`src/rtl/mux_pkg.sv`:
```
// Shared constants and helpers for the registered N:1 stream multiplexer.
package mux_pkg;

    localparam int MODE_SEL = 0;
    localparam int MODE_RR  = 1;

    // Width of a channel select/pointer; a 1- or 2-channel mux still needs one bit.
    function automatic int sel_width(input int n);
        return (n <= 2) ? 1 : $clog2(n);
    endfunction

endpackage

```
`src/rtl/rr_arbiter.sv`:
```
// Combinational round-robin arbiter: one-hot grant to the first requester at or above ptr, wrapping.
module rr_arbiter
    import mux_pkg::*;
#(
    parameter int N  = 4,
    parameter int SW = sel_width(N)
) (
    input  logic [N-1:0]  req,
    input  logic [SW-1:0] ptr,
    output logic [N-1:0]  grant
);

    always_comb begin
        logic found;
        grant = '0;
        found = 1'b0;
        // First pass covers ptr..N-1; the second pass only matters when nothing there requested.
        for (int i = 0; i < N; i++) begin
            if (!found && req[i] && (SW'(i) >= ptr)) begin
                grant[i] = 1'b1;
                found    = 1'b1;
            end
        end
        for (int i = 0; i < N; i++) begin
            if (!found && req[i]) begin
                grant[i] = 1'b1;
                found    = 1'b1;
            end
        end
    end

endmodule

```
`src/rtl/mux_n_to_1_reg.sv`:
```
// N-input, W-bit stream multiplexer with a single registered output stage and valid/ready
// handshakes; channel picked by external select or by an internal round-robin arbiter.
module mux_n_to_1_reg
    import mux_pkg::*;
#(
    parameter int N    = 4,
    parameter int W    = 8,
    parameter int MODE = MODE_SEL,
    parameter int SW   = sel_width(N)
) (
    input  logic           clk,
    input  logic           rst,
    input  logic [N*W-1:0] in_data,
    input  logic [N-1:0]   in_valid,
    output logic [N-1:0]   in_ready,
    input  logic [SW-1:0]  sel,
    output logic [W-1:0]   out_data,
    output logic           out_valid,
    input  logic           out_ready
);

    logic [N-1:0] grant;
    logic [N-1:0] take;
    logic         load_en;
    logic [W-1:0] mux_data;
    logic [W-1:0] out_data_q, out_data_d;
    logic         out_valid_q, out_valid_d;

    assign load_en  = !out_valid_q || out_ready;
    assign in_ready = (load_en && !rst) ? grant : '0;
    assign take     = in_valid & in_ready;

    if (MODE == MODE_RR) begin : g_rr
        logic [SW-1:0] ptr_q, ptr_d;
        logic          unused_sel;

        assign unused_sel = ^sel;

        rr_arbiter #(.N(N), .SW(SW)) u_arb (
            .req   (in_valid),
            .ptr   (ptr_q),
            .grant (grant)
        );

        // Wrap by explicit compare so non-power-of-two N never lands on an idle pointer value.
        always_comb begin
            ptr_d = ptr_q;
            for (int i = 0; i < N; i++) begin
                if (take[i]) ptr_d = (i == N - 1) ? '0 : SW'(i + 1);
            end
        end

        always_ff @(posedge clk) begin
            if (rst) ptr_q <= '0;
            else     ptr_q <= ptr_d;
        end
    end else begin : g_sel
        // An out-of-range select matches no channel, so grant stays all zero.
        always_comb begin
            grant = '0;
            for (int i = 0; i < N; i++) begin
                if (sel == SW'(i)) grant[i] = 1'b1;
            end
        end
    end

    always_comb begin
        mux_data = '0;
        for (int i = 0; i < N; i++) begin
            if (take[i]) mux_data = in_data[i*W +: W];
        end
    end

    // NOTE: every variable gets a default before any branch, so no path leaves it unassigned (no latch).
    always_comb begin
        out_valid_d = out_valid_q;
        out_data_d  = out_data_q;
        if (|take) begin
            out_valid_d = 1'b1;
            out_data_d  = mux_data;
        end else if (out_valid_q && out_ready) begin
            out_valid_d = 1'b0;
        end
    end

    // NOTE: state registers use non-blocking assignment so all flops update together at the edge.
    always_ff @(posedge clk) begin
        if (rst) begin
            out_valid_q <= 1'b0;
            out_data_q  <= '0;
        end else begin
            out_valid_q <= out_valid_d;
            out_data_q  <= out_data_d;
        end
    end

    assign out_data  = out_data_q;
    assign out_valid = out_valid_q;

endmodule
```
`config.mk`:
```
export PLATFORM = sky130hd
export DESIGN_NAME = mux_n_to_1_reg
export DESIGN_NICKNAME = d
export VERILOG_FILES = /design/src/rtl/mux_pkg.sv /design/src/rtl/rr_arbiter.sv /design/src/rtl/mux_n_to_1_reg.sv
export SDC_FILE = /design/constraint.sdc
export NUM_CORES = 1
export LEC_CHECK = 0
export ABC_CLOCK_PERIOD_IN_PS = 4800
export CELL_PAD_IN_SITES_DETAIL_PLACEMENT = 0
export CELL_PAD_IN_SITES_GLOBAL_PLACEMENT = 1
export CORE_MARGIN = 1.5
export CORE_UTILIZATION = 24
export DETAILED_ROUTE_END_ITERATION = 6
export HOLD_SLACK_MARGIN = 0.1
export PLACE_DENSITY = 0.8
export SYNTH_ARGS = -nofsm -noshare
export SYNTH_HDL_FRONTEND = slang
export SYNTH_SLANG_ARGS = --single-unit
```
`constraint.sdc`:
```
create_clock -name clk -period 4.8 [get_ports clk]
set_clock_uncertainty 0.15 [all_clocks]
set_input_delay 1.2 -clock clk [delete_from_list [all_inputs] [get_ports clk]]
set_output_delay 1.2 -clock clk [all_outputs]
set_load 0.05 [all_outputs]
```
# Word-level counts from Yosys, hierarchy flattened
# Index checks and enable logic that the tools add are counted.
# W data, S select, Z words.
[word_totals] regBits=9 output_inout_bits=13 in_bits=41
[op_classes] n_eq_ne=3 bitwise=1 reduce_logical=8 n_mux=11
[ops] operator="$mux W8" n=4
[ops] operator="$mux W1" n=6
[ops] operator="$and A4 B4 Y4" n=1
[ops] operator="$eq A2 B2 Y1 const B" n=2
[ops] operator="$mux W4" n=1
[ops] operator="$reduce_or A4 Y1" n=1
[ops] operator="$eq A2 B1 Y1 const B" n=1
[ops] operator="$logic_and A1 B1 Y1" n=2
[ops] operator="$logic_not A1 Y1" n=2
[ops] operator="$logic_not A2 Y1" n=1
[ops] operator="$reduce_bool A2 Y1" n=1
[ops] operator="$logic_or A1 B1 Y1" n=1

# Longest topological paths before layout
# Gate-level depths: netlist of the first run.
[logic_depth] word_depth=9 depth_mapped=6 depth_no_buf=4

# Least setup slack after synthesis of the first run
# Ideal clock, no wire load.
[synth_path] kind="input -> output" start="input sel[0]" end="output in_ready[2]" arrival_time_ps=2740 path_slack_ps=710 cell_stages=3 cell_sequence="or2_4 > buf_6 > nor3b_1"
[synth_between] elab_chain_cells=3
[synth_lines] element="from (decl)" line="mux_n_to_1_reg.sv:16" source="input logic [SW-1:0] sel,"
[synth_lines] element="$eq A2 B2 Y1" line="mux_n_to_1_reg.sv:62" source="if (sel == SW'(i)) grant[i] = 1'b1;"
[synth_lines] element="$mux W1" line="mux_n_to_1_reg.sv:62"
[synth_lines] element="$mux W4" line="mux_n_to_1_reg.sv:30" source="assign in_ready = (load_en && !rst) ? grant : '0;"
[synth_lines] element="to (decl)" line="mux_n_to_1_reg.sv:15" source="output logic [N-1:0] in_ready,"
# No other way between the ends.

# Final worst setup path of the first run
[layout_path] start="input rst" end="output in_ready[3]"
[layout_between] elab_chain_cells=3
[layout_lines] element="from (decl)" line="mux_n_to_1_reg.sv:12" source="input logic rst,"
[layout_lines] element="$logic_not A1 Y1" line="mux_n_to_1_reg.sv:30"
[layout_lines] element="$logic_and A1 B1 Y1" line="mux_n_to_1_reg.sv:30"
[layout_lines] element="$mux W4" line="mux_n_to_1_reg.sv:30"
# No other way between the ends.

==> results of run 1 <==
==> synthesized netlist by cell type, drive strengths merged <==
cell type  count  area share, %
nand2         10            5.6
dfxtp          9             25
a31oi          8            7.9
o41ai          8            9.8
buf            7            7.4
nor3           6            7.9
nor4b          6            7.4
a222oi         5            7.0
nand2b         3            3.7
o311ai         3            3.7
or4            3            3.2
nor3b          2            2.1
or3            2            1.8
a211oi         1            2.8
clkinv         1           0.52
nor2b          1            1.9
o21a           1            1.1
or2            1            1.2
==> worst reg2reg max path: stages (launching register included) <==
cell and delay [ns]:
dfxtp_1 0.33, nor2b_4 0.46, nor3_2 0.10, buf_4 0.20
or3_1 0.54, o21a_1 0.23
==> cell families after synthesis <==
family	after synthesis	share of synthesized area (%)
AND/OR/NAND/NOR	34	34.7
AO/OA/AOI/OAI	26	32.2
flip-flops	9	25.2
buffers and inverters	8	7.88
==> area by class of cell <==
| class | instances | area [um2] | area share [%] |
|---|---|---|---|
| timing repair buffer | 54 | 538 | 42.5 |
| inverter | 1 | 3.75 | 0.296 |
| tap | 31 | 38.8 | 3.06 |
| multi-input combinational | 60 | 478 | 37.7 |
| clock inverter | 1 | 5.00 | 0.395 |
| clock buffer | 3 | 22.5 | 1.78 |
| sequential | 9 | 180 | 14.2 |
==> path summary, 6_finish.rpt <==
check,startpoint,to,slack [ns],cells past startpoint
min,out_data[2],out_data[2],0.41,2
max reg2reg,out_valid,out_valid,2.70,5
min reg2reg,out_data[2],out_data[2],0.41,2
max,rst,in_ready[3],0.43,4
==> metal layers <==
metal  GRT usage (%)  wire, um
met4            4.98        16
met1            16.2       879
met5               0         0
met3            4.54       211
met2            25.0      1200
==> sequential cells by signal, indices dropped and copies added (netlist names) <==
register / flops
out_valid: 1
out_data: 8
==> power by group <==
part	switching, mW	leakage [nW]	internal (mW)	total (mW)
combinational	0.0552	0.301	0.0544	0.110
clock	0.0275	0.0177	0.0307	0.0582
sequential	0.00291	0.0739	0.0810	0.0839
total	0.0857	0.393	0.166	0.252
==> stage by stage <==
stage / hold WS [ns] / power (mW) / utilization (%) / cells
2_1_floorplan: 0.761 / 0.145 / - / 77
3_3_place_gp: 0.397 / 0.195 / 44.5 / 155
3_5_place_dp: 0.398 / 0.196 / 44.5 / 155
4_1_cts: 0.414 / 0.255 / 45.5 / 159
5_1_grt: 0.444 / 0.267 / 45.5 / 159
6_report: 0.407 / 0.252 / 45.5 / 159
==> results.md, run 1 <==
| Stage | Item | Value |
|:---|:---|:---|
| outcome | Run status | completed |
| grt | Antenna violations before repair | 0 |
| setup path | Critical path type | in -> out |
| grt | Largest net degree at the start of global routing | 21 |
| logic synthesis | Post-synth net total | 118 |
| sta | Shortest period the worst path allows | 4.37 ns |
| final layout | Most frequent cells in the layout | 53 x clkdlybuf4s50_1, 9 x nand2_1, 9 x dfxtp_1, 8 x o41ai_1, 7 x a31oi_1 |
| placed design | Total of buffers placed on input and output ports | 53 |
| clock tree | Maximum clock insertion buffer count | 2 |
| sta | Setup violation total in the final timing report | 0 |
| grt | Global-route congestion overflow total | 0 |
| sta | Final Cycle Share | 91.1% |
| setup path | Endpoint arrival time on the critical path | 3.02 ns |
| clock tree | Root buffer cell | clkbuf_4 |
| final layout | Proportion of layout cells with a drive suffix above 1 | 11.7% |
| detailed routing | Initial detailed-routing violation count | 39 |
| detailed routing | Drt drc | 0 |
| power | Static Leak | 0.393 nW |
| sta | Maximum frequency from static timing analysis | 229 MHz |
| floorplan | Starting Density | 25.7% |
| sta | Minimum setup slack in the final design | 0.429 ns |
| detailed routing | Sum of routed wire length over all layers | 2310 um |
| final layout | Area Growth Syn to Fin | 77.2% |
| detailed routing | Iteration count of the initial detailed-routing pass | 4 |
| power | Power per standard cell area | 199 nW/um2 |
| placed design | Dpl ws | 0.433 ns |
| logic synthesis | Number of distinct standard cells referenced by the synthesized netlist | 25 |
| logic synthesis | Sequential area share after synthesis | 25.2% |
| sta | Tightest Pin Transition | 0.616 ns |
| logic synthesis | Cell count after synthesis | 77 |
| min path | Tightest Hold Check Type | reg -> reg |
| final layout | Post-route cell area | 1270 um2 |
| setup path | Nature of the critical path startpoint | input port |
| floorplan | Core Box Area | 2780 um2 |
| clock tree | Post CTS Setup Buffer Count | 0 |
| logic synthesis | Synthesis warning total | 0 |
| final layout | Final antenna diode count | 0 |
| setup path | Critical-path cell list | clkdlybuf4s50_1 > nand2b_1 > nor3b_1 > clkdlybuf4s50_1 |
| setup path | Master of the slowest instance on the critical path | clkdlybuf4s50_1 |
| setup path | Maximum single-stage delay on the critical path | 0.83 ns |
| clock tree | Count of hold buffers inserted by post-cts repair | 0 |
| floorplan | Die H | 57.6 um |
| detailed routing | Per-cell via count in the routed design | 5.40 |
| logic synthesis | Average cell area after synthesis | 9.28 um2 |
| final layout | Number of nets at the end of the flow | 170 |
| grt | First-pass GRT wire length | 3710 um |
| floorplan | Standard-cell row count | 19 |
| floorplan | Width of the chip | 57.6 um |
| detailed routing | Wire length per cell after detailed routing | 14.5 um |
| clock tree | Clock latency at the later pin of the worst-skew pair | 0.25 ns |
| sta | Setup TNS | 0 ns |
| sta | Setup repair after global routing missed its margin | false |
| detailed routing | Routed via count | 859 |
| final layout | Fillers | 276 |
| sta | Remaining max-slew budget at the tightest pin | 58.8% |
| clock tree | Clock transition at the registers of the reported paths | 0.07 ns |
| logic synthesis | Netlist Area Pre-Place | 714 um2 |
| placed design | Post-DP HPWL | 1800 um |
| clock tree | CTS tree | built |
| setup path | Critical path endpoint category | output pin |
| detailed routing | Antenna-violating nets left | 0 |
| setup path | Total buffers and inverters traversed by the critical path | 2 |
| sta | Final Slew Violations | 0 |
| power | Worst ir drop on vdd | 104 uV |
| job | Max_cap viols | 0 |
| clock tree | Quantity of gates resized following cts | 0 |
| placed design | Gp weighted congestion | 0.755 |
| grt | Via count of the first global-routing pass | 829 |
| grt | Total Routing Usage GR | 14.3% |
| setup path | Critical path's most frequent cell | clkdlybuf4s50_1 |
| sta | Final number of hold-violating endpoints | 0 |
| clock tree | Sinks on the clock net | 9 |
| setup path | Critical Path Fanout Max | 8 |
| final layout | Most frequent standard cell in the layout excluding fill and tap cells | clkdlybuf4s50_1 |
| floorplan | Total Die Area | 3310 um2 |
| clock tree | Level count of the clock H-tree | 1 |
| setup path | Largest delay contributor family on the critical path | buffers and inverters |
| setup path | Critical path required time | 3.45 ns |
| logic synthesis | Number of synthesized register bits | 9 |
| placed design | Cell Area, Placed | 1240 um2 |
| clock tree | CTS buffer count | 3 |
| floorplan | # IOs | 54 |
Note: power is estimated with default switching activity, not from simulation.
==> run 2, diff against run 1 <==
ABC_CLOCK_PERIOD_IN_PS = not set   (was 4800)
GPL_ROUTABILITY_DRIVEN = 0   (was not set)
SLEW_MARGIN = 20   (was not set)
==> results of run 2 <==
No change in the layout: final DEF, timing and power equal those of run 1.
